<file path="src/rtl/wb_pkg.sv">
// wb_pkg: shared types and constants for the user-project Wishbone interconnect.
//   wb_mux_state_t : interconnect FSM state encoding
//   WB_DAT_W       : Wishbone data width
//   WB_SEL_W       : Wishbone byte-select width
//   WB_ERR_DATA    : read data returned with a bus error
package wb_pkg;

   localparam int WB_DAT_W = 32;
   localparam int WB_SEL_W = 4;

   localparam logic [WB_DAT_W-1:0] WB_ERR_DATA = 32'h0;

   typedef enum logic [1:0] {
      IDLE = 2'd0,
      REQ  = 2'd1,
      RESP = 2'd2
   } wb_mux_state_t;

endpackage

</file>
<file path="src/rtl/wb_timeout_cnt.sv">
// wb_timeout_cnt: cycle counter that watches an outstanding slave request.
// Only built when WB_TIMEOUT_EN is defined.
//   clk_i, rst_n : clock, asynchronous active-low reset
//   clr          : return the count to zero
//   en           : count one more waiting cycle
//   tc           : high in the LIMIT-th counted cycle, so the owner can
//                  leave on the edge that would otherwise make count == LIMIT
module wb_timeout_cnt
   import wb_pkg::*;
#(
   parameter int LIMIT = 255
) (
   input  logic clk_i,
   input  logic rst_n,
   input  logic clr,
   input  logic en,
   output logic tc
);

   localparam int CNT_W = $clog2(LIMIT + 1);
   localparam logic [CNT_W-1:0] LAST = CNT_W'(LIMIT - 1);

   logic [CNT_W-1:0] count_q;

   always_ff @(posedge clk_i or negedge rst_n) begin
      if (!rst_n) begin
         count_q <= '0;
      end else if (clr) begin
         count_q <= '0;
      end else if (en) begin
         count_q <= count_q + 1'b1;
      end
   end

   // tc is decoded from the count alone so it never loops back through en.
   assign tc = (count_q == LAST);

endmodule

</file>
<file path="src/rtl/wb_slave_mux.sv">
// wb_slave_mux: single-master, N-slave Wishbone classic interconnect.
// Decodes the slave index from m0_wb_adr_i[SEL_LSB +: IDX_W], registers the
// request, drives exactly one slave and registers the response back.
// Unmapped indices (and, with WB_TIMEOUT_EN defined, hung slaves) end in a
// one-cycle bus error so the master never stalls forever.
//   clk_i, rst_n          : clock, asynchronous active-low reset
//   m0_wb_*_i             : master request (dat, adr, sel, we, cyc, stb)
//   m0_wb_dat_o/ack_o/err_o : registered response, ack/err one-cycle pulses
//   s_wb_dat_i, s_wb_ack_i  : slave k read data at [32k+31:32k], acks
//   s_wb_*_o              : per-slave request fields, zero on unselected slaves
// Build option: define WB_TIMEOUT_EN to add the TIMEOUT_CYC slave timeout.
module wb_slave_mux
   import wb_pkg::*;
#(
   parameter int NUM_SLAVES  = 4,
   parameter int SEL_LSB     = 12,
   parameter int SLV_ADR_W   = 9,
   parameter int TIMEOUT_CYC = 255
) (
   input  logic                             clk_i,
   input  logic                             rst_n,
   input  logic [WB_DAT_W-1:0]              m0_wb_dat_i,
   input  logic [31:0]                      m0_wb_adr_i,
   input  logic [WB_SEL_W-1:0]              m0_wb_sel_i,
   input  logic                             m0_wb_we_i,
   input  logic                             m0_wb_cyc_i,
   input  logic                             m0_wb_stb_i,
   output logic [WB_DAT_W-1:0]              m0_wb_dat_o,
   output logic                             m0_wb_ack_o,
   output logic                             m0_wb_err_o,
   input  logic [NUM_SLAVES*WB_DAT_W-1:0]   s_wb_dat_i,
   input  logic [NUM_SLAVES-1:0]            s_wb_ack_i,
   output logic [NUM_SLAVES*WB_DAT_W-1:0]   s_wb_dat_o,
   output logic [NUM_SLAVES*SLV_ADR_W-1:0]  s_wb_adr_o,
   output logic [NUM_SLAVES*WB_SEL_W-1:0]   s_wb_sel_o,
   output logic [NUM_SLAVES-1:0]            s_wb_we_o,
   output logic [NUM_SLAVES-1:0]            s_wb_cyc_o,
   output logic [NUM_SLAVES-1:0]            s_wb_stb_o
);

   // state | meaning
   // IDLE  | waiting for cyc & stb from the master
   // REQ   | request presented to the selected slave, waiting for its ack
   // RESP  | ack or err pulse to the master, all slave strobes low

   localparam int IDX_W = (NUM_SLAVES > 1) ? $clog2(NUM_SLAVES) : 1;
   localparam logic [IDX_W:0] NUM_SLV_V = (IDX_W + 1)'(NUM_SLAVES);

   wb_mux_state_t         state_q, state_d;
   logic [WB_DAT_W-1:0]   dat_q;
   logic [SLV_ADR_W-1:0]  adr_q;
   logic [WB_SEL_W-1:0]   sel_q;
   logic                  we_q;
   logic [IDX_W-1:0]      idx_q;
   logic                  ack_q, err_q;
   logic [WB_DAT_W-1:0]   rdat_q;

   logic                  capture, ack_d, err_d, rdat_ld;
   logic [WB_DAT_W-1:0]   rdat_d;
   logic [IDX_W-1:0]      req_idx;
   logic                  req_mapped;
   logic                  sel_ack;
   logic [WB_DAT_W-1:0]   sel_dat;
   logic                  unused_bits;

   assign req_idx     = m0_wb_adr_i[SEL_LSB +: IDX_W];
   assign req_mapped  = ({1'b0, req_idx} < NUM_SLV_V);
   // Only a slice of the master address is decoded; fold the rest away.
   assign unused_bits = ^m0_wb_adr_i;

`ifdef WB_TIMEOUT_EN
   logic cnt_clr, cnt_en, cnt_tc;

   wb_timeout_cnt #(
      .LIMIT (TIMEOUT_CYC)
   ) u_timeout (
      .clk_i (clk_i),
      .rst_n (rst_n),
      .clr   (cnt_clr),
      .en    (cnt_en),
      .tc    (cnt_tc)
   );
`else
   localparam int unused_timeout_cyc = TIMEOUT_CYC;
`endif

   // Loop rather than a variable index: with a non-power-of-two slave count
   // the index register can encode slaves that do not exist.
   always_comb begin
      sel_ack = 1'b0;
      sel_dat = '0;
      for (int k = 0; k < NUM_SLAVES; k++) begin
         if (idx_q == IDX_W'(k)) begin
            sel_ack = s_wb_ack_i[k];
            sel_dat = s_wb_dat_i[k*WB_DAT_W +: WB_DAT_W];
         end
      end
   end

   always_comb begin
      s_wb_dat_o = '0;
      s_wb_adr_o = '0;
      s_wb_sel_o = '0;
      s_wb_we_o  = '0;
      s_wb_cyc_o = '0;
      s_wb_stb_o = '0;
      if (state_q == REQ) begin
         for (int k = 0; k < NUM_SLAVES; k++) begin
            if (idx_q == IDX_W'(k)) begin
               s_wb_dat_o[k*WB_DAT_W +: WB_DAT_W]   = dat_q;
               s_wb_adr_o[k*SLV_ADR_W +: SLV_ADR_W] = adr_q;
               s_wb_sel_o[k*WB_SEL_W +: WB_SEL_W]   = sel_q;
               s_wb_we_o[k]  = we_q;
               s_wb_cyc_o[k] = 1'b1;
               s_wb_stb_o[k] = 1'b1;
            end
         end
      end
   end

   always_comb begin
      state_d = state_q;
      capture = 1'b0;
      ack_d   = 1'b0;
      err_d   = 1'b0;
      rdat_ld = 1'b0;
      rdat_d  = WB_ERR_DATA;
`ifdef WB_TIMEOUT_EN
      cnt_clr = 1'b1;
      cnt_en  = 1'b0;
`endif
      case (state_q)
         IDLE: begin
            if (m0_wb_cyc_i && m0_wb_stb_i) begin
               capture = 1'b1;
               if (req_mapped) begin
                  state_d = REQ;
               end else begin
                  state_d = RESP;
                  err_d   = 1'b1;
                  rdat_ld = 1'b1;
               end
            end
         end
         REQ: begin
`ifdef WB_TIMEOUT_EN
            cnt_clr = 1'b0;
            cnt_en  = 1'b1;
`endif
            // A master that has walked away must not receive a late ack.
            if (!m0_wb_cyc_i) begin
               state_d = IDLE;
            end else if (sel_ack) begin
               state_d = RESP;
               ack_d   = 1'b1;
               rdat_ld = 1'b1;
               rdat_d  = sel_dat;
`ifdef WB_TIMEOUT_EN
            end else if (cnt_tc) begin
               state_d = RESP;
               err_d   = 1'b1;
               rdat_ld = 1'b1;
`endif
            end
         end
         RESP:    state_d = IDLE;
         default: state_d = IDLE;
      endcase
   end

   always_ff @(posedge clk_i or negedge rst_n) begin
      if (!rst_n) begin
         state_q <= IDLE;
         dat_q   <= '0;
         adr_q   <= '0;
         sel_q   <= '0;
         we_q    <= 1'b0;
         idx_q   <= '0;
         ack_q   <= 1'b0;
         err_q   <= 1'b0;
         rdat_q  <= '0;
      end else begin
         state_q <= state_d;
         ack_q   <= ack_d;
         err_q   <= err_d;
         if (capture) begin
            dat_q <= m0_wb_dat_i;
            adr_q <= m0_wb_adr_i[SLV_ADR_W+1:2];
            sel_q <= m0_wb_sel_i;
            we_q  <= m0_wb_we_i;
            idx_q <= req_idx;
         end
         if (rdat_ld) begin
            rdat_q <= rdat_d;
         end
      end
   end

   assign m0_wb_dat_o = rdat_q;
   assign m0_wb_ack_o = ack_q;
   assign m0_wb_err_o = err_q;

endmodule

</file>
<file path="config.mk">
export PLATFORM = sky130hd
export DESIGN_NAME = wb_slave_mux
export DESIGN_NICKNAME = d
export VERILOG_FILES = /design/src/rtl/wb_pkg.sv /design/src/rtl/wb_timeout_cnt.sv /design/src/rtl/wb_slave_mux.sv
export SDC_FILE = /design/constraint.sdc
export NUM_CORES = 1
export LEC_CHECK = 0
export CAP_MARGIN = 20
export CORE_AREA = 2 2 165 167
export CTS_CLUSTER_SIZE = 16
export DETAILED_ROUTE_END_ITERATION = 6
export DIE_AREA = 0 0 167 169
export PLACE_DENSITY = 0.52
export SETUP_SLACK_MARGIN = 0.15
export SKIP_CTS_REPAIR_TIMING = 1
export SYNTH_ARGS = -nofsm -noshare
export SYNTH_HDL_FRONTEND = slang
export SYNTH_HIERARCHICAL = 1
export SYNTH_SLANG_ARGS = --single-unit
</file>
<file path="constraint.sdc">
create_clock -name clk_i -period 2.75 [get_ports clk_i]
set_input_delay 0.275 -clock clk_i [delete_from_list [all_inputs] [get_ports clk_i]]
set_output_delay 0.275 -clock clk_i [all_outputs]
set_load 0.01 [all_outputs]
</file>
# --- After elaboration in Yosys (flattened, before gate mapping) ---
# Cells that the tools add are included.
totals:
  register_bits: 83
  inputBits: 205
  elab_cells: 63
op_classes:
  eq_ne: 6
  n_mux: 45
  n_reduce_logical: 4
op_table:
  columns: ["op", "n"]
  rows:
  - ["$mux 32", 11]
  - ["$mux 128", 1]
  - ["$mux 36", 1]
  - ["$mux 9", 4]
  - ["$mux 4", 6]
  - ["$mux 1", 17]
  - ["$mux 16", 1]
  - ["$mux 2", 3]
  - ["$eq 2x1->1 const B", 2]
  - ["$eq 2x2->1 const B", 2]
  - ["$logic_not 2->1", 2]
  - ["$pmux 2 s2", 1]
  - ["$ne 3x3->1 const B", 1]
  - ["$ne 2x2->1 const B", 1]
  - ["$reduce_and 2->1", 1]
  - ["$logic_and 1x1->1", 1]

# --- Logic depth before layout (Yosys ltp) ---
# Gate-level depths: netlist of the first run.
depth:
  ltp_word: 8
  mapped_depth: 5
  depth_no_buf: 3

# --- Worst setup path before layout of the first run ---
# Ideal clock, no wire load.
synth_path:
  path_type: "register to output"
  startpoint: "register state_q[1]"
  endpoint: "output port s_wb_adr_o[20]"
  arrival_ps: 1485
  t_required_ps: 2475
  setup_slack_ps: 990
  stages_incl_launch_ff: 6
  n_path_buf: 2
  cell_sequence: "dfrtp_1 nand2b_1 nor3b_1 clkbuf_1 clkbuf_1 and2_1"
synth_between:
  elab_chain_cells: 2
synth_rtl:
  columns: ["element", "line_no", "rtl"]
  rows:
  - ["start: declaration", "wb_slave_mux.sv:49", "wb_mux_state_t state_q, state_d;"]
  - ["start signal: assignment", "wb_slave_mux.sv:183", "state_q <= state_d;"]
  - ["$eq 2x1->1", "wb_slave_mux.sv:107", "if (state_q == REQ) begin"]
  - ["$mux 36", "wb_slave_mux.sv:107", null]
  - ["end: declaration", "wb_slave_mux.sv:34", "output logic [NUM_SLAVES*SLV_ADR_W-1:0] s_wb_adr_o,"]
# No other way between the ends.

# --- Worst setup path after layout of the first run ---
layout_path:
  startpoint: "register state_q[1]"
  endpoint: "output port s_wb_dat_o[25]"
layout_between:
  elab_chain_cells: 2
layout_rtl:
  columns: ["element", "line_no", "rtl"]
  rows:
  - ["$eq 2x1->1", "wb_slave_mux.sv:107", null]
  - ["$mux 128", "wb_slave_mux.sv:107", null]
  - ["end: declaration", "wb_slave_mux.sv:33", "output logic [NUM_SLAVES*WB_DAT_W-1:0] s_wb_dat_o,"]
# No other way between the ends.

==> reports/results.ini, run 1 <==
[global_route]
antenna_found_initial=0
grt_pass1_wl_um=31500
grt_pass1_vias=5216
overflow=0
grt_use_total_pct=14.5
grt_max_degree=49

[clock_network]
tritoncts=yes
cts_htree_levels=3
insertion_delay_ns=0.34
clockBufferDepth=2
path_clk_slew_ns=0.07
cts_sinks=83
cts_buffers=9
cts_root_buffer=clkbuf_16

[yosys]
synth_fp_nets=643
syn_area_per_cell_um2=11.9
ys_seq_elements=83
ys_types=22
ys_warn_count=6
synth_area_um2=5230
syn_inst=438
synth-seq-area-share_pct=39.7

[finish]
mostFrequentLayoutCells=clkdlybuf4s50_1 (407), and2_1 (184), dfrtp_1 (81)
finish.utilization_pct=38.5
multi_input_area_um2=2970
nNetsFinal=1045
drive_gt1_share_pct=19.1
register_area_um2=2080
layout_commonest_cell=clkdlybuf4s50_1
syn2layout_area_growth_pct=95.3
fillers=2638

[pwr]
ir_drop_v=0.000215
power_frac_comb_pct=45.4
power_density_nw_per_um2=592
p_sw_share_pct=31.3
switchingPower_mw=1.89
p_seq_share_pct=33.4
clkPwrFrac_pct=21.1
p_int_mw=4.16
p_leak_nw=3.92
power_mw=6.05

[die]
die_h_um=169
die_width_um=167
core_um2=26500
dieArea_um2=28200
ios=431
start_util_pct=19.7
num_rows=60

[placement]
port_buffers=408
place.gp.congestion=0.764
post-dp-hpwl_um=15900
pre_cts_slack_ns=0.400

[timing]
finalHoldViolCount=0
clock_skew_ns=0.00958
tightest_slew_ns=0.602
setup_ws_ns=0.254
rsz0062_at_grt=no
relSlewSlack_pct=59.9
max_freq_ghz=0.401
holdWs_ns=0.480
setup_viol=0
setup-tns-final_ns=0
drv_slew=0
fin_crit_sh_pct=90.8
period_minus_slack_ns=2.50

[setup_path]
setup.worst_path.class=flip-flop to output port
cp-startpoint=state_q[1]$_DFFE_PN0P_
critPathMaxStageDelay_ns=0.54
cp.required_ns=2.48
crit_top_cell=buf_12
cp-start-kind=flip-flop
cp_slowest_cell=clkdlybuf4s50_1
rr_startpoint=idx_q[1]$_DFFE_PN0P_
critPathMaxFanout=25
worst-endpoint-arrival_ns=2.22
setup.worst_path.end_class=output port
worstPathCellList=nand2b_4 > nor3_4 > buf_12 > buf_12 > and2_1 > clkdlybuf4s50_1

[detailed_routing]
drc=0
dr.pass1.iters=4
ant_nets=0
drt_iter0_drc=113
vias_per_cell=4.10
dr_total_vias=4863
wire_per_inst_um=18.4
drt_wl_total_um=21800

[flow_run]
drv_cap=0

[min_path]
worst_hold_path_type=input port to asynchronous set/reset pin

[run_status]
outcome=finished clean

[path summary, 6_finish.rpt]
| check | cells past startpoint | endpoint | slack (ns) |
|---|---|---|---|
| setup / recovery | 6 | s_wb_dat_o[25] | 0.25 |
| hold / removal | 2 | dat_q[19]$_DFFE_PN0P_ | 0.48 |
| setup reg to reg | 5 | m0_wb_dat_o[5]$_DFFE_PN0P_ | 0.50 |
| hold reg to reg | 1 | m0_wb_dat_o[4]$_DFFE_PN0P_ | 0.51 |
| max in group asynchronous | 3 | adr_q[7]$_DFFE_PN0P_ | 1.57 |
| min in group clk_i | 1 | m0_wb_dat_o[4]$_DFFE_PN0P_ | 0.51 |
[flip-flops by register name, indices dropped and copies added, names as in the netlist]
signal       count
m0_wb_ack_o      1
idx_q            2
adr_q            9
state_q          2
dat_q           32
sel_q            4
we_q             1
m0_wb_dat_o     32
[final cells by class]
type,instances,area share [%]
flip-flops and latches,83,20.4
well taps,341,4.18
clock buffers,11,2.47
repair buffers,432,43.2
multi-input cells,314,29.1
diodes,1,0.0245
clock inverters,5,0.600
[power groups by stage]
stage	combinational, mW	clock, mW	sequential [mW]
after floorplan	1.21	0	2.04
after global placement	2.72	0	2.03
after detailed placement	2.72	0	2.04
after CTS	2.73	1.35	2.02
after global routing	2.94	1.39	2.11
final	2.75	1.28	2.02
[worst max-delay path: cells and delay by family, from the launching register on]
kind	cells	cell delay, ns
and+or+nand+nor	3	0.59
DFF	1	0.42
buffers and inverters	3	0.87
[per-stage QoR]
step                instance area, µm²  instances
finish                           10200       1187
detailed placement                9710       1162
global placement                  9710       1162
floorplan                         5230        438
global route                     10200       1186
CTS                              10000       1178
[cell families (layout without fill, tap and decap cells)]
| family | after synthesis | count (layout) | share of synthesized area, % |
|---|---|---|---|
| flops | 83 | 83 | 39.7 |
| other cells | 1 | 2 | 0.0717 |
| compound gates | 3 | 3 | 0.838 |
| mux | 115 | 115 | 31.6 |
| buf+inv | 41 | 448 | 4.40 |
| simple gates | 195 | 195 | 23.4 |
[synthesized netlist by cell type]
library cell  count  area [µm²]
dfrtp_1          83        2080
mux4_2           32         721
nand4bb_1         1        11.3
o32ai_1           1        8.76
conb_1            1        3.75
clkbuf_1         22        82.6
nor3b_1           2        15.0
clkbuf_2          1        5.00
nor2b_1           1        6.26
nand2b_1          1        6.26
o32ai_4           1        27.5
buf_4             6        45.0
o21bai_1          1        7.51
mux2i_1           3        30.0
and2_1          184        1150
nand2_1           3        11.3
nor3_1            1        5.00
mux2_2           80         901
nor3_2            1        10.0
and3_1            1        6.26
buf_2             6        30.0
buf_6             6        67.6
[layer usage]
metal | part of all wire, % | routed length, µm | track usage [%] | vias up
li1 | - | - | - | 2297
met1 | 41 | 8950 | 17.1 | 2350
met2 | 52 | 11300 | 26.2 | 195
met3 | 5.5 | 1210 | 3.90 | 21
met4 | 1.7 | 370 | 3.86 | 0
met5 | 0 | 0 | 0 | -
Note: power is estimated with default switching activity, not from simulation.
==> run 2: changes to the inputs <==
--- a/config.mk
+++ b/config.mk
@@ -17,3 +17,4 @@
 export SYNTH_HDL_FRONTEND = slang
 export SYNTH_HIERARCHICAL = 1
 export SYNTH_SLANG_ARGS = --single-unit
+export TNS_END_PERCENT = 20
==> reports/results.ini, run 2 (synthesis gave the netlist of run 1 again) <==
[setup_path]
setup.worst_path.class=flip-flop to output port  ; unchanged
cp_num_buf_inv=3  ; unchanged
worstPathCellList=nand2b_2 > nor3b_4 > buf_12 > buf_12 > and2_1 > clkdlybuf4s50_1  ; was nand2b_4 > nor3_4 > buf_12 > buf_12 > and2_1 > clkdlybuf4s50_1
reg2reg_slack_ns=0.54  ; was 0.50 ns
critPathMaxStageDelay_ns=0.56  ; was 0.54 ns
rr_startpoint=idx_q[1]$_DFFE_PN0P_  ; unchanged
crit_top_cell=buf_12  ; unchanged
worst-endpoint-arrival_ns=2.29  ; was 2.22 ns
cp_slowest_cell=clkdlybuf4s50_1  ; unchanged
path_delay_family=buffers and inverters  ; unchanged
critPathMaxFanout=21  ; was 25
cp-start-kind=flip-flop  ; unchanged
rr_worst_depth=5  ; unchanged
r2r_end=m0_wb_dat_o[5]$_DFFE_PN0P_  ; unchanged
setup.worst_path.end_class=output port  ; unchanged
cp.required_ns=2.48  ; about the same

[finish]
drive_gt1_share_pct=18.5  ; was 19.1%
mostFrequentLayoutCells=clkdlybuf4s50_1 (407), and2_1 (184), dfrtp_1 (82)  ; was clkdlybuf4s50_1 (407), and2_1 (184), dfrtp_1 (81)
syn2layout_area_growth_pct=93.2  ; was 95.3%
fillers=2645  ; was 2,638
diodes=0  ; was 1
layout_commonest_cell=clkdlybuf4s50_1  ; unchanged
nNetsFinal=1040  ; was 1,045

[die]
die_h_um=169  ; unchanged
die_width_um=167  ; unchanged
start_util_pct=19.7  ; unchanged
ios=431  ; unchanged
num_rows=60  ; unchanged
dieArea_um2=28200  ; unchanged
core_um2=26500  ; unchanged

[timing]
relSlewSlack_pct=59.7  ; was 59.9%
fin_crit_sh_pct=93.4  ; was 90.8%
drv_slew=0  ; unchanged
setup_viol=0  ; unchanged
setup-tns-final_ns=0  ; unchanged
period_minus_slack_ns=2.57  ; was 2.50 ns
max_freq_ghz=0.389  ; was 0.401 GHz
clock_skew_ns=0.00927  ; was 0.00958 ns
rsz0062_at_grt=yes  ; was no
tightest_slew_ns=0.604  ; was 0.602 ns
finalHoldViolCount=0  ; unchanged

[pwr]
power_mw=5.98  ; was 6.05 mW
ir_drop_v=0.000219  ; was 0.000215 V
power_density_nw_per_um2=592  ; about the same
p_leak_nw=3.88  ; was 3.92 nW

[global_route]
antenna_found_initial=0  ; unchanged
grt_use_total_pct=14.5  ; unchanged
grt_max_degree=49  ; unchanged
overflow=0  ; unchanged
grt_pass1_wl_um=31500  ; unchanged
grt_pass1_vias=5216  ; unchanged

[detailed_routing]
vias_per_cell=4.08  ; was 4.10
dr_total_vias=4821  ; was 4,863
drt_iter0_drc=125  ; was 113
drt_wl_total_um=20800  ; was 21,800 µm
drc=0  ; unchanged
ant_nets=0  ; unchanged
wire_per_inst_um=17.6  ; was 18.4 µm
dr.pass1.iters=4  ; unchanged

[clock_network]
insertion_delay_ns=0.34  ; about the same
clockBufferDepth=2  ; unchanged
cts_buffers=9  ; unchanged
cts_root_buffer=clkbuf_16  ; unchanged
path_clk_slew_ns=0.07  ; about the same
tritoncts=yes  ; unchanged
cts_htree_levels=3  ; unchanged
cts_sinks=83  ; unchanged

[placement]
port_buffers=408  ; unchanged
place.gp.congestion=0.764  ; unchanged
post-dp-hpwl_um=15900  ; unchanged

[run_status]
outcome=finished clean  ; unchanged

[flow_run]
drv_cap=0  ; unchanged

[min_path]
worst_hold_path_type=input port to asynchronous set/reset pin  ; unchanged

## run 2: layout make-up
cell class                      count  area (µm²)  area share (%)
Timing Repair Buffer              427        4320            42.8
Multi-Input combinational cell    314        2960            29.3
Sequential cell                    83        2080            20.6
Tap cell                          341         427            4.22
Clock buffer                       11         253            2.50
Clock inverter                      5        61.3           0.607
## run 2: routing by layer
metal | routed length (µm) | global-route usage (%) | vias to the layer above
li1 | - | - | 2283
met1 | 8500 | 17.1 | 2322
met2 | 10800 | 26.2 | 199
met3 | 1190 | 3.90 | 17
met4 | 308 | 3.86 | 0
met5 | 0 | 0 | -
## run 2: worst register-to-register path: cells and delay by family, from the launching register on
kind / cells / cell delay (ns)
mux: 1 / 0.40
flops: 1 / 0.49
buf+inv: 2 / 0.79
compound gates: 1 / 0.25
simple gates: 1 / 0.18
## run 2: per-stage QoR
| step | std cells | instance area [µm²] | hold WS (ns) | utilization, % | setup slack, ns |
|---|---|---|---|---|---|
| floorplan | 438 | 5230 | -0.0206 | - | 0.990 |
| global placement | 1162 | 9710 | 0.321 | 36.7 | 0.413 |
| detailed placement | 1162 | 9710 | 0.325 | 36.7 | 0.400 |
| CTS | 1178 | 10000 | -0.0528 | 37.8 | 0.0266 |
| global route | 1181 | 10100 | 0.524 | 38.1 | 0.0502 |
| finish | 1181 | 10100 | 0.486 | 38.1 | 0.181 |
## run 2: power breakdown
part           internal (mW)  leakage, nW  switching (mW)  total, mW
clock                  0.757        0.156           0.516       1.27
combinational           1.71         2.73           0.989       2.70
sequential              1.66        0.987           0.353       2.01
## run 2: worst max-delay path by stage
| stage | endpoint | startpoint | cells past startpoint |
|---|---|---|---|
| global placement | s_wb_dat_o[49] | state_q[1]$_DFFE_PN0P_ | 5 |
| floorplan | s_wb_adr_o[20] | state_q[1]$_DFFE_PN0P_ | 5 |
| detailed placement | s_wb_dat_o[49] | state_q[1]$_DFFE_PN0P_ | 5 |
| global route | s_wb_dat_o[37] | state_q[1]$_DFFE_PN0P_ | 6 |
| CTS | s_wb_dat_o[49] | state_q[1]$_DFFE_PN0P_ | 5 |
| finish | s_wb_dat_o[49] | state_q[1]$_DFFE_PN0P_ | 6 |
==> run 3: changes to the inputs <==
--- a/config.mk
+++ b/config.mk
@@ -7,9 +7,11 @@
 export LEC_CHECK = 0
 export CAP_MARGIN = 20
 export CORE_AREA = 2 2 165 167
+export CTS_CLUSTER_DIAMETER = 120
 export CTS_CLUSTER_SIZE = 16
 export DETAILED_ROUTE_END_ITERATION = 6
 export DIE_AREA = 0 0 167 169
+export MAX_ROUTING_LAYER = met4
 export PLACE_DENSITY = 0.52
 export SETUP_SLACK_MARGIN = 0.15
 export SKIP_CTS_REPAIR_TIMING = 1
==> reports/results.ini, run 3 (synthesis gave the netlist of run 1 again) <==
[clock_network]
clockBufferDepth=2  ; unchanged
cts_htree_levels=3  ; unchanged
path_clk_slew_ns=0.07  ; about the same
insertion_delay_ns=0.34  ; about the same
cts_root_buffer=clkbuf_16  ; unchanged
tritoncts=yes  ; unchanged
cts_sinks=83  ; unchanged
cts_buffers=9  ; unchanged

[finish]
fillers=2645  ; unchanged
syn2layout_area_growth_pct=93.2  ; unchanged
nNetsFinal=1040  ; unchanged
mostFrequentLayoutCells=clkdlybuf4s50_1 (407), and2_1 (184), dfrtp_1 (82)  ; unchanged
drive_gt1_share_pct=18.5  ; unchanged
multi_input_area_um2=2960  ; unchanged
register_area_um2=2080  ; unchanged
diodes=0  ; unchanged
layout_commonest_cell=clkdlybuf4s50_1  ; unchanged

[pwr]
p_leak_nw=3.88  ; unchanged
ir_drop_v=0.000218  ; was 0.000219 V
power_density_nw_per_um2=592  ; about the same

[timing]
setup_viol=0  ; unchanged
period_minus_slack_ns=2.57  ; about the same
setup_ws_ns=0.181  ; about the same
drv_slew=0  ; unchanged
fin_crit_sh_pct=93.4  ; about the same
clock_skew_ns=0.00926  ; was 0.00927 ns
rsz0062_at_grt=yes  ; unchanged
finalHoldViolCount=0  ; unchanged
relSlewSlack_pct=59.4  ; was 59.7%
max_freq_ghz=0.389  ; about the same
tightest_slew_ns=0.610  ; was 0.604 ns
setup-tns-final_ns=0  ; unchanged

[die]
start_util_pct=19.7  ; unchanged
core_um2=26500  ; unchanged
die_width_um=167  ; unchanged
die_h_um=169  ; unchanged
ios=431  ; unchanged
dieArea_um2=28200  ; unchanged
num_rows=60  ; unchanged

[detailed_routing]
dr.pass1.iters=4  ; unchanged
drc=0  ; unchanged
vias_per_cell=4.09  ; was 4.08
ant_nets=0  ; unchanged
wire_per_inst_um=17.6  ; about the same
drt_iter0_drc=130  ; was 125
drt_wl_total_um=20800  ; about the same
dr_total_vias=4830  ; was 4,821

[setup_path]
critPathMaxFanout=20  ; was 21
reg2reg_slack_ns=0.54  ; about the same
worst-endpoint-arrival_ns=2.29  ; about the same
cp-start-kind=flip-flop  ; unchanged
cp.required_ns=2.48  ; about the same
cp-startpoint=state_q[1]$_DFFE_PN0P_  ; unchanged
rr_startpoint=idx_q[1]$_DFFE_PN0P_  ; unchanged
setup.worst_path.class=flip-flop to output port  ; unchanged
setup.worst_path.end_class=output port  ; unchanged
rr_worst_depth=5  ; unchanged
r2r_end=m0_wb_dat_o[5]$_DFFE_PN0P_  ; unchanged

[global_route]
grt_max_degree=49  ; unchanged
grt_use_total_pct=14.9  ; was 14.5%
grt_pass1_wl_um=31500  ; about the same
overflow=0  ; unchanged
grt_pass1_vias=5224  ; was 5,216
antenna_found_initial=0  ; unchanged

[placement]
post-dp-hpwl_um=15900  ; unchanged
place.gp.congestion=0.774  ; was 0.764
port_buffers=408  ; unchanged
pre_cts_slack_ns=0.400  ; unchanged

[run_status]
outcome=finished clean  ; unchanged

[min_path]
worst_hold_path_type=input port to asynchronous set/reset pin  ; unchanged

[flow_run]
drv_cap=0  ; unchanged

==> run 3: cell counts in the layout (fill, tap and decap cells not counted) <==
Identical to the previous run, type by type.
==> run 3: routing by layer <==
metal | track usage (%) | up-vias | part of all wire [%]
met2 | 26.2 | 195 | 52
met3 | 2.95 | 17 | 4.3
met1 | 17.5 | 2335 | 42
met4 | 3.86 | 0 | 1.5
li1 | - | 2283 | -
met5 | - | - | 0
==> run 3: stage by stage <==
step | hold slack, ns | util (%) | power (mW) | instances | instance area (µm²)
6_report | 0.486 | 38.1 | 5.98 | 1181 | 10100
5_1_grt | 0.524 | 38.1 | 6.38 | 1181 | 10100
4_1_cts | -0.0528 | 37.8 | 6.10 | 1178 | 10000
3_5_place_dp | 0.325 | 36.7 | 4.77 | 1162 | 9710
3_3_place_gp | 0.321 | 36.7 | 4.75 | 1162 | 9710
2_1_floorplan | -0.0206 | - | 3.25 | 438 | 5230
==> run 3: cell type report <==
| cell class | instances | share of cell area, % |
|---|---|---|
| clock buffer | 11 | 2.50 |
| sequential | 83 | 20.6 |
| tap | 341 | 4.22 |
| clock inverter | 5 | 0.607 |
| timing repair buffer | 427 | 42.8 |
| multi-input combinational | 314 | 29.3 |
==> run 3: where the power goes <==
part | internal, mW | switching (mW) | leakage [nW] | total, mW
sequential | 1.66 | 0.351 | 0.987 | 2.01
combinational | 1.71 | 0.989 | 2.73 | 2.70
clock | 0.757 | 0.515 | 0.156 | 1.27
total | 4.13 | 1.85 | 3.88 | 5.98
==> run 3: worst max-delay path by stage <==
stage	to	cells after the start
after detailed placement	s_wb_dat_o[49]	5
final	s_wb_dat_o[52]	6
after global placement	s_wb_dat_o[49]	5
after CTS	s_wb_dat_o[49]	5
after floorplan	s_wb_adr_o[20]	5
after global routing	s_wb_dat_o[37]	6
==> run 3: worst max-delay path, stage by stage, from the launching register on <==
cell	delay (ns)
dfrtp_1	0.42
nand2b_2	0.29
nor3b_4	0.24
buf_12	0.15
clkbuf_16	0.18
and2_1	0.13
clkdlybuf4s50_1	0.55
==> edit 1 (settings of run 3) <==
The parameter `SLV_ADR_W` goes from 9 to 13.
--- a/src/rtl/wb_slave_mux.sv
+++ b/src/rtl/wb_slave_mux.sv
@@ -15,5 +15,5 @@
    parameter int NUM_SLAVES  = 4,
    parameter int SEL_LSB     = 12,
-   parameter int SLV_ADR_W   = 9,
+   parameter int SLV_ADR_W   = 13,
    parameter int TIMEOUT_CYC = 255
 ) (
Ports: changed (resized s_wb_adr_o); port bits go from 431 to 447. The function was not compared with the original's and may differ.
==> edit 1 against run 3 <==
- sequential cell count grew 2
- synthesized cell count grew 5.0%
- non-clock buffer count grew 14
- die area is the same
- final area grew 3.5%
- combinational power grew 4%
- routed wire length grew 12%
- power grew 3.4%
- synthesized area grew 3.7%
- final cell count grew 2.7%
- critical path type unchanged
- worst setup slack gained 27 ps
- clock power is essentially flat
- largest cell class unchanged
==> edit 1: results (changes against run 3) <==
\begin{tabular}{lr}
\hline
Metric & Value \\
\hline
\multicolumn{2}{l}{\textbf{Outcome}} \\
Status & completed \\
\multicolumn{2}{l}{\textbf{Finish}} \\
Number of nets at the end of the flow & 1073 (+3.2\%) \\
Filler cell count in the final layout & 2581 (-2.4\%) \\
Ant diodes & 0 (unchanged) \\
Share of layout cells above drive strength 1 & 0.180 (-0.00448) \\
Final std cells w/o fill & 1213 (+2.7\%) \\
\multicolumn{2}{l}{\textbf{Power}} \\
Static leakage & 0.00402 uW (+3.6\%) \\
VDD IR max & 0.244 mV (+12\%) \\
Net switching fraction of the power & 0.317 (+0.00747) \\
\multicolumn{2}{l}{\textbf{Global route}} \\
Wire length of the first global-routing pass & 33400 um (+6.2\%) \\
Pin count of the biggest net entering global routing & 51 (+4.1\%) \\
Aggregate global-route resource usage & 0.161 (+0.0117) \\
Via count of the first global-routing pass & 5410 (+3.6\%) \\
\multicolumn{2}{l}{\textbf{Placement}} \\
GPL Wtd Cong & 0.785 (+1.4\%) \\
Cell count after placement & 1191 (+2.5\%) \\
Placed wire-length estimate after detailed placement & 17300 um (+8.7\%) \\
Worst slack, placed & 326 ps (-73.7 ps) \\
Placed standard-cell area & 0.0100 sq mm (+3.2\%) \\
\multicolumn{2}{l}{\textbf{Synth}} \\
Yosys Warn Count & 6 (unchanged) \\
Sequential fraction of the synthesis area & 0.392 (-0.00498) \\
Adder-cell share of the synthesized area & 0 (unchanged) \\
Per-instance average area after synthesis & 11.8 sq um (-1.3\%) \\
Area fraction in compound gates after synthesis & 0.00808 (-0.000300) \\
Top cells by area, synth & dfrtp\_1, and2\_1, mux2\_2 \\
List of most frequent post-synthesis cells & and2\_1, dfrtp\_1, mux2\_2, mux4\_2, clkbuf\_1 \\
Cell variety after synth & 23 (+4.5\%) \\
\multicolumn{2}{l}{\textbf{Timing}} \\
Final setup skew & 7.71 ps (-1.55 ps) \\
Final-report setup violation count & 0 (unchanged) \\
Slew at the pin closest to its max-slew limit & 602 ps (-7.99 ps) \\
\multicolumn{2}{l}{\textbf{Route}} \\
Number of design-rule violations left by the first detailed-router iteration & 214 (+65\%) \\
Wire length per cell & 19.2 um (+9.1\%) \\
Vias post-DR & 5082 (+5.2\%) \\
\hline
\end{tabular}
[edit 1: logic make-up (layout without fill, tap and decap cells)]
family,count (synthesis),in the layout
AO/OA/AOI/OAI,3,3
other,1,5
buffers and inverters,48,456
multiplexers,117,117
AND/OR/NAND/NOR,206,206
flip-flops,85,85
[edit 1: power by group through the flow]
stage | registers [uW] | clock network (uW) | logic, uW
floorplan | 2080 | 0 | 1260
global placement | 2110 | 0 | 2820
detailed placement | 2130 | 0 | 2820
CTS | 2110 | 1330 | 2830
global route | 2180 | 1380 | 3000
finish | 2100 | 1270 | 2810
[edit 1: routing by layer]
| layer | global-route usage | vias to the layer above | part of all wire |
|---|---|---|---|
| met1 | 0.190 | 2462 | 0.43 |
| met2 | 0.276 | 227 | 0.50 |
| met4 | 0.0517 | 0 | 0.021 |
| met5 | - | - | 0 |
| li1 | - | 2366 | - |
| met3 | 0.0325 | 27 | 0.057 |
[edit 1: final timing paths]
path	startpoint	to	slack [ps]	cells after the start
min in group clk_i	m0_wb_dat_o[23]	m0_wb_dat_o[23]	500	1
max reg2reg	adr_q[11]	m0_wb_dat_o[12]	590	5
max	state_q[1]	s_wb_dat_o[85]	210	6
max in group asynchronous	rst_n	dat_q[0]	1590	3
min reg2reg	m0_wb_dat_o[23]	m0_wb_dat_o[23]	500	1
min	rst_n	m0_wb_ack_o	470	2
[edit 1: final cells by class]
cell class                 count  area, sq um  area share
timing repair buffer         441         4520       0.432
multi-input combinational    331         3080       0.295
sequential                    85         2130       0.204
tap                          341          427      0.0408
clock buffer                  12          256      0.0245
clock inverter                 3         45.0     0.00431
[edit 1: worst reg2reg max path: stages (launching register included)]
cell     delay (ps)
dfrtp_2         430
buf_4           480
nand2_1         220
o32ai_4         280
buf_12          260
mux2_2          380
==> edit 2 (flow settings as in run 3) <==
Made on the original files. Reset style: synchronous (`rst_n`), changed in one clocked block. Comments in the files are not updated.
--- a/src/rtl/wb_slave_mux.sv
+++ b/src/rtl/wb_slave_mux.sv
@@ -169,5 +169,5 @@
    end
 
-   always_ff @(posedge clk_i or negedge rst_n) begin
+   always_ff @(posedge clk_i) begin
       if (!rst_n) begin
          state_q <= IDLE;
Function: differs if rst_n is asserted again (counterexample within 4 cycles, from zero or initial values and one cycle with rst_n low); with rst_n held inactive, the same outputs for 4 cycles.
==> edit 2 against run 3 <==
- routed wire length is 13% higher
- worst setup slack improved by 160 ps
- hold slack worse by 43 ps
- synthesized area rose by 4.4%
- non-clock buffer count down 4
- global-route usage is 1.7 points higher
- critical path depth decreased by 2
- final area rose by 0.52%
- maximum frequency grew 6.5%
- first-iteration DRC count increased by 45%
- sequential cell count is the same
- critical endpoint is now s_wb_dat_o[78]
Power is not compared: it rests on default switching activity, and its combinational part moved more than twofold at a synthesized area within 25%.
==> edit 2: results (changes against run 3) <==
\begin{tabular}{lr}
\hline
Metric & Value \\
\hline
\multicolumn{2}{l}{\textbf{Global route}} \\
Antenna violations before repair & 2 (+2) \\
Wire length of the first global-routing pass & 34800 um (+11\%) \\
Via count of the first global-routing pass & 5733 (+9.7\%) \\
Aggregate global-route resource usage & 0.166 (+0.0166) \\
\multicolumn{2}{l}{\textbf{Outcome}} \\
Status & completed \\
\multicolumn{2}{l}{\textbf{Route}} \\
Via/cell ratio & 4.25 (+3.9\%) \\
Final Routed Wirelength & 23400 um (+13\%) \\
Wire length per cell & 17.6 um (-0.31\%) \\
\multicolumn{2}{l}{\textbf{Clock network}} \\
Clock buffers created by TritonCTS & 9 (unchanged) \\
\multicolumn{2}{l}{\textbf{Critical path}} \\
Reg2Reg Capture Point & m0\_wb\_dat\_o[31] \\
Launching element of the worst setup path & idx\_q[0] \\
Biggest fanout along the worst timing path & 48 (+140\%) \\
FF-to-FF path depth & 4 (-1) \\
Worst setup path endpoint & s\_wb\_dat\_o[78] \\
Slack of the worst reg-to-reg path & 730 ps (+190 ps) \\
Critical path data arrival time & 2140 ps (-150 ps) \\
\multicolumn{2}{l}{\textbf{Synth}} \\
Cell variety after synth & 24 (+9.1\%) \\
List of most frequent post-synthesis cells & and2\_1, nand2\_1, dfxtp\_1, a21boi\_0, and3\_1 \\
Top cells by area, synth & dfxtp\_1, and2\_1, mux4\_2 \\
Per-instance average area after synthesis & 8.83 sq um (-26\%) \\
Top flip-flop cell by instance count after synthesis & dfxtp\_1 \\
Synthesized net count & 823 (+28\%) \\
\multicolumn{2}{l}{\textbf{Placement}} \\
Placed standard-cell area & 0.00981 sq mm (+1.0\%) \\
Cell count after placement & 1316 (+13\%) \\
GPL Wtd Cong & 0.757 (-2.2\%) \\
Placed wire-length estimate after detailed placement & 17300 um (+8.4\%) \\
\multicolumn{2}{l}{\textbf{Finish}} \\
Filler cell count in the final layout & 2725 (+3.0\%) \\
Share of layout cells above drive strength 1 & 0.0657 (-0.119) \\
\multicolumn{2}{l}{\textbf{Hold path}} \\
Worst min path class & input pin to flip-flop \\
\multicolumn{2}{l}{\textbf{Timing}} \\
Slew at the pin closest to its max-slew limit & 556 ps (-53.5 ps) \\
\hline
\end{tabular}
edit 2: cells by family (layout without fill, tap and decap cells):
group                  count (synthesis)  after routing  synth area share
AO/OA/AOI/OAI                        113            113             0.155
AND/OR/NAND/NOR                      322            322             0.332
flip-flops                            83             83             0.304
multiplexers                          33             33             0.140
other                                  1              4          0.000687
buffers and inverters                 66            438            0.0681
edit 2: layout make-up:
cell class,instances,area [sq um],share of cell area
repair buffers,423,4270,0.420
multi-input cells,469,3450,0.340
flip-flops and latches,83,1670,0.164
well taps,341,427,0.0420
clock buffers,10,229,0.0226
clock inverters,5,103,0.0101
diodes,3,7.51,0.000739
edit 2: power by group through the flow:
| stage | clock, uW | sequential (uW) | combinational (uW) |
|---|---|---|---|
| after floorplan | 0 | 1300 | 253 |
| after global placement | 0 | 1320 | 610 |
| after detailed placement | 0 | 1320 | 613 |
| after CTS | 1480 | 1290 | 615 |
| after global routing | 1520 | 1300 | 652 |
| final | 1400 | 1290 | 602 |
edit 2: critical path: stages, from the launching register on:
cell and delay [ps]:
dfxtp_4 430, nor4bb_4 350, buf_12 270, and2_1 200
clkdlybuf4s50_1 540
edit 2: worst min-delay path by stage:
stage | from | endpoint | slack [ps] | cells past startpoint
after CTS | rst_n | m0_wb_dat_o[1] | 440 | 2
final | rst_n | m0_wb_dat_o[6] | 440 | 2
after floorplan | m0_wb_dat_i[25] | dat_q[25] | 410 | 2
after global placement | dat_q[29] | dat_q[29] | 470 | 2
after detailed placement | dat_q[29] | dat_q[29] | 470 | 2
after global routing | rst_n | m0_wb_dat_o[2] | 470 | 2
edit 2: metal layers:
layer,track usage,vias up,part of all wire
met5,-,-,0
met4,0.0375,0,0.0096
met3,0.0631,11,0.094
met2,0.288,263,0.50
met1,0.180,2589,0.40
li1,-,2805,-
edit 2: stage by stage:
stage | worst slack [ps] | util | total power (uW)
2_1_floorplan | 1070 | - | 1550
6_report | 337 | 0.383 | 3290
5_1_grt | 199 | 0.383 | 3470
4_1_cts | 159 | 0.383 | 3390
3_3_place_gp | 516 | 0.370 | 1930
3_5_place_dp | 513 | 0.370 | 1930
